--- src/rtl/alu_shifter_pipe.sv ---
// Pipelined barrel shifter (SLL/SRL/SRA/ROR). One register stage per shift-amount bit, MSB first,
// with a valid/ready handshake on both sides and a collapsing-bubble stall chain.
module alu_shifter_pipe #(
   parameter  int unsigned WIDTH   = 32,
   parameter  int unsigned TAG_W   = 5,
   localparam int unsigned SHAMT_W = $clog2(WIDTH)
) (
   input  logic               clock,
   input  logic               reset_n,
   input  logic               in_valid,
   output logic               in_ready,
   input  logic [WIDTH-1:0]   in_data,
   input  logic [SHAMT_W-1:0] in_shamt,
   input  logic [1:0]         in_mode,
   input  logic [TAG_W-1:0]   in_tag,
   output logic               out_valid,
   input  logic               out_ready,
   output logic [WIDTH-1:0]   out_data,
   output logic [TAG_W-1:0]   out_tag
);

   localparam int unsigned S        = SHAMT_W;
   localparam logic [1:0]  MODE_SLL = 2'b00;
   localparam logic [1:0]  MODE_SRL = 2'b01;
   localparam logic [1:0]  MODE_SRA = 2'b10;

   logic [S-1:0]       v_q;
   logic [WIDTH-1:0]   data_q  [S];
   logic [SHAMT_W-1:0] shamt_q [S];
   logic [1:0]         mode_q  [S];
   logic [TAG_W-1:0]   tag_q   [S];

   logic [S-1:0]       ld;
   logic               full;
   logic [S-1:0]       src_v;
   logic [WIDTH-1:0]   src_d     [S];
   logic [WIDTH-1:0]   nxt_d     [S];
   logic [SHAMT_W-1:0] src_shamt [S];
   logic [1:0]         src_mode  [S];
   logic [TAG_W-1:0]   src_tag   [S];

   // Fixed-distance shift of one stage; n never exceeds WIDTH/2.
   function automatic logic [WIDTH-1:0] shift_by(input logic [WIDTH-1:0] x,
                                                 input logic [1:0]       mode,
                                                 input int unsigned      n);
      logic [WIDTH-1:0] r;
      case (mode)
         MODE_SLL: r = x << n;
         MODE_SRL: r = x >> n;
         MODE_SRA: r = WIDTH'($signed(x) >>> n);
         default:  r = (x >> n) | (x << (WIDTH - n));
      endcase
      return r;
   endfunction

   // A stage loads when it or any stage downstream is empty, or the consumer takes the head.
   always_comb begin
      full = 1'b1;
      ld   = '0;
      for (int k = int'(S) - 1; k >= 0; k--) begin
         full  = full & v_q[k];
         ld[k] = out_ready | ~full;
      end
   end

   // Per-stage source selection and conditional shift by 2^(S-1-k).
   always_comb begin
      src_v[0]     = in_valid;
      src_d[0]     = in_data;
      src_shamt[0] = in_shamt;
      src_mode[0]  = in_mode;
      src_tag[0]   = in_tag;
      for (int k = 1; k < int'(S); k++) begin
         src_v[k]     = v_q[k-1];
         src_d[k]     = data_q[k-1];
         src_shamt[k] = shamt_q[k-1];
         src_mode[k]  = mode_q[k-1];
         src_tag[k]   = tag_q[k-1];
      end
      for (int k = 0; k < int'(S); k++) begin
         nxt_d[k] = src_shamt[k][int'(S) - 1 - k]
                  ? shift_by(src_d[k], src_mode[k], 32'(1) << (int'(S) - 1 - k))
                  : src_d[k];
      end
   end

   // Stage registers; payload only updates on a valid load so idle outputs hold their value.
   always_ff @(posedge clock or negedge reset_n) begin
      if (!reset_n) begin
         v_q <= '0;
         for (int k = 0; k < int'(S); k++) begin
            data_q[k]  <= '0;
            shamt_q[k] <= '0;
            mode_q[k]  <= '0;
            tag_q[k]   <= '0;
         end
      end else begin
         for (int k = 0; k < int'(S); k++) begin
            if (ld[k]) begin
               v_q[k] <= src_v[k];
               if (src_v[k]) begin
                  data_q[k]  <= nxt_d[k];
                  shamt_q[k] <= src_shamt[k];
                  mode_q[k]  <= src_mode[k];
                  tag_q[k]   <= src_tag[k];
               end
            end
         end
      end
   end

   assign in_ready  = ld[0];
   assign out_valid = v_q[S-1];
   assign out_data  = data_q[S-1];
   assign out_tag   = tag_q[S-1];

endmodule

--- config.mk ---
export PLATFORM = sky130hd
export DESIGN_NAME = alu_shifter_pipe
export DESIGN_NICKNAME = d
export VERILOG_FILES = /design/src/rtl/alu_shifter_pipe.sv
export SDC_FILE = /design/constraint.sdc
export NUM_CORES = 1
export LEC_CHECK = 0
export BUFFER_PORTS_ARGS = -buffer_cell sky130_fd_sc_hd__buf_2
export CORE_UTILIZATION = 46
export DETAILED_ROUTE_END_ITERATION = 12
export PLACE_DENSITY = 0.7
export SYNTH_ARGS = -nofsm -noshare
export SYNTH_HDL_FRONTEND = slang
export SYNTH_SLANG_ARGS = --single-unit
export TNS_END_PERCENT = 30
--- constraint.sdc ---
create_clock -name clock -period 3.1 [get_ports clock]
set_input_delay 0.62 -clock clock [delete_from_list [all_inputs] [get_ports clock]]
set_output_delay 0.62 -clock clock [all_outputs]
set_load 0.005 [all_outputs]
==> flow_metrics.env <==
export IMPL_outcome="completed"
export IMPL_cp_end_kind="output port"
export IMPL_grt_pass1_vias=8288
export IMPL_tns_ns=0
export IMPL_dpl_worst_slack_ns=0.857
export IMPL_dp_hpwl_um=18400
export IMPL_cpPeakStageDelay_ns=0.71
export IMPL_grt_pass1_wl_um=43600
export IMPL_peakVddDrop_mv=0.625
export IMPL_drive_gt1_share_pct=32.2
export IMPL_syn_instance_count=1167
export IMPL_path_class="reg -> out"
export IMPL_synth_edf_count=0
export IMPL_port_buffers=86
export IMPL_cts_sinks=208
export IMPL_hold_class="in -> async"
export IMPL_fill_cells=2310
export IMPL_clkPwrFrac_pct=23.3
export IMPL_syn_num_nets=1215
export IMPL_drt_iter0_markers=514
export IMPL_io_pins=87
export IMPL_vias=8760
export IMPL_fmax_mhz=397
export IMPL_drtAntennaViolNets=0
export IMPL_finalSetupViolations=0
export IMPL_slew_headroom_pct=30.7
export IMPL_cp_start_kind="flip-flop"
export IMPL_diodes=0
export IMPL_slowest_stage="dfrtp_1"
export IMPL_grt_usage_pct=19.8
export IMPL_ys_types=48
export IMPL_post_drt_wl_per_cell_um=17.2
export IMPL_clk_latency_ns=0.52
export IMPL_power_share_switching_pct=35.2
export IMPL_post_cts_resized=0
export IMPL_multi_input_area_um2=6100
export IMPL_syn_area_per_cell_um2=10.4
export IMPL_grt_overflow=0
export IMPL_cts_buffers=24
export IMPL_syn_cell_area_um2=12200
export IMPL_rows=59
export IMPL_syn2layout_area_growth_pct=9.37
export IMPL_p_leak_nw=5.49
export IMPL_clkTransAtPathRegs_ns=0.06
export IMPL_seq_power_share_pct=41.5
export IMPL_dieArea_um2=27100
export IMPL_yosysWarnings=0
export IMPL_grt_max_degree=68
export IMPL_seq_area_frac_synth_pct=42.7
export IMPL_synth_main_ff_cell="dfrtp_1"
export IMPL_yosysTopAreaCell="dfrtp_1"
export IMPL_fin_crit_sh_pct=81.2
export IMPL_ff_latch_area_um2=5210
export IMPL_arrival_ns=1.90
export IMPL_power_density_nw_per_um2=924
export IMPL_antenna_found_initial=0
export IMPL_clockBufferDepth=3
export IMPL_fin_skew_ns=0.0167
export IMPL_crit_path_max_fanout=16
export IMPL_drv_cap=0
export IMPL_p_int_mw=7.98
export IMPL_p_total_mw=12.3
export IMPL_period_needed_ns=2.52
export IMPL_avgViaCountPerCell=5.80
export IMPL_die_y_um=165
export IMPL_synth_top_cell_area_share_pct=42.7
export IMPL_hold_buffers=0
export IMPL_finalWirelength_um=25900
export IMPL_worstMarginPinSlew_ns=1.04
export IMPL_drc_errors=0
export IMPL_fp_coreArea_um2=26000
export IMPL_finalHoldViolCount=0
export IMPL_slew_viol_final=0
export IMPL_clockRootBuffer="clkbuf_16"
export IMPL_die_x_um=165
export IMPL_async_flop_share_pct=100
export IMPL_crit_chain="nand2_1 > nor2_1 > inv_1 > buf_2"
export IMPL_htree_levels=1
export IMPL_ys_ff_latch=208
export IMPL_gp_routability_congestion=0.822
export IMPL_cts_tree="yes"
export IMPL_grt_setup_unrepaired="false"
export IMPL_p_comb_share_pct=35.2
export IMPL_setup_slack_ns=0.582
export IMPL_p_switching_mw=4.33
export IMPL_final_nets=1205
export IMPL_post_cts_buffers=0
export IMPL_worstPathRequired_ns=2.48
export IMPL_synth_area_top_cells="dfrtp_1 43%, mux2_2 9.0%, or3b_2 5.6%"
export IMPL_initial_core_util_pct=46.9
export IMPL_first_pass_iters=5
export IMPL_r2r_cells=4
worst paths after layout:
path                                          from                  endpoint  slack (ns)
min                                        reset_n  out_data[30]$_DFFE_PN0P_         0.1
max in group asynchronous                  reset_n    data_q[34]$_DFFE_PN0P_        2.26
max reg2reg                  mode_q[5]$_DFFE_PN0P_    data_q[51]$_DFFE_PN0P_        1.03
min in group clock                     in_shamt[3]   shamt_q[23]$_DFFE_PN0P_        0.34
max                             v_q[1]$_DFFE_PN0P_                  in_ready        0.58
min reg2reg                src_tag[10]$_DFFE_PN0P_   src_tag[10]$_DFFE_PN0P_        0.48
power by group through the flow:
| stage | sequential (mW) | combinational (mW) | clock [mW] |
|---|---|---|---|
| after floorplan | 4.40 | 4.11 | 0 |
| after global placement | 5.09 | 4.22 | 0 |
| after detailed placement | 5.15 | 4.36 | 0 |
| after CTS | 5.10 | 4.38 | 2.93 |
| after global routing | 5.32 | 4.89 | 3.05 |
| final | 5.10 | 4.34 | 2.87 |
cell families after synthesis:
family	Yosys count	share of synthesized area [%]
flip-flops	208	42.7
AND/OR/NAND/NOR	259	13.1
multiplexers	201	19.9
AO/OA/AOI/OAI	322	17.1
buffers and inverters	177	7.26
area by class of cell:
class,instances,area share [%]
clock buffer,30,4.90
clock inverter,14,1.27
inverter,30,0.845
multi-input combinational,782,45.8
sequential,208,39.1
tap,335,3.14
timing repair buffer,111,4.98
per-layer routing:
layer / up-vias / global-route usage (%) / wire length [um]
met2: 198 / 32.9 / 12100
met5: - / 0 / 0
met3: 37 / 2.64 / 996
met4: 0 / 4.71 / 502
met1: 4255 / 27.2 / 12300
li1: 4270 / - / -
critical path: cells and delay by family (launching register included):
| kind | cells | cell delay (ns) |
|---|---|---|
| buffers and inverters | 2 | 0.23 |
| and+or+nand+nor | 2 | 0.45 |
| DFF | 1 | 0.71 |
cell usage in the layout, fill, tap and decap left out, drive strengths merged, types with 16 or more instances in the layout:
cell type  Yosys  final
inv           30     31
o21ai        111    111
nand2         27     27
mux2         194    194
a211oi        16     16
or3b          90     90
a31oi         94     94
buf           72    110
clkbuf        75     31
nor3b         16     16
nor2          94     94
a22o          16     16
dfrtp        208    208
registers in the layout, summed over array words and instances (netlist names):
register	count
out_data	32
data_q	128
shamt_q	10
src_tag	20
mode_q	8
v_q	5
out_tag	5
stage by stage:
stage	hold slack, ns	utilization [%]	area [um^2]	cells
6_report	0.0962	51.3	13300	1510
5_1_grt	0.130	51.3	13300	1510
4_1_cts	0.104	51.3	13300	1510
3_5_place_dp	0.473	48.1	12500	1466
3_3_place_gp	0.468	48.1	12500	1466
2_1_floorplan	0.324	-	12200	1167
synthesized netlist by cell type, types with 2 or more instances:
cell type	number
a211oi_1	16
a21oi_1	12
a221oi_1	5
a22o_1	16
a2bb2oi_1	5
a31oi_1	93
buf_1	4
buf_2	23
buf_4	39
buf_6	6
clkbuf_1	75
dfrtp_1	208
inv_1	30
mux2_1	53
mux2_2	97
mux2_4	44
mux2i_1	7
nand2_1	27
nand2b_1	12
nand3b_1	3
nand4_1	4
nor2_1	94
nor2b_1	4
nor3b_1	16
o211ai_1	13
o21ai_0	108
o21ai_1	3
o221ai_1	15
o22ai_1	8
o2bb2ai_1	6
o32ai_1	15
or3b_1	12
or3b_2	78
or4bb_1	2
Note: power is estimated with default switching activity, not from simulation.
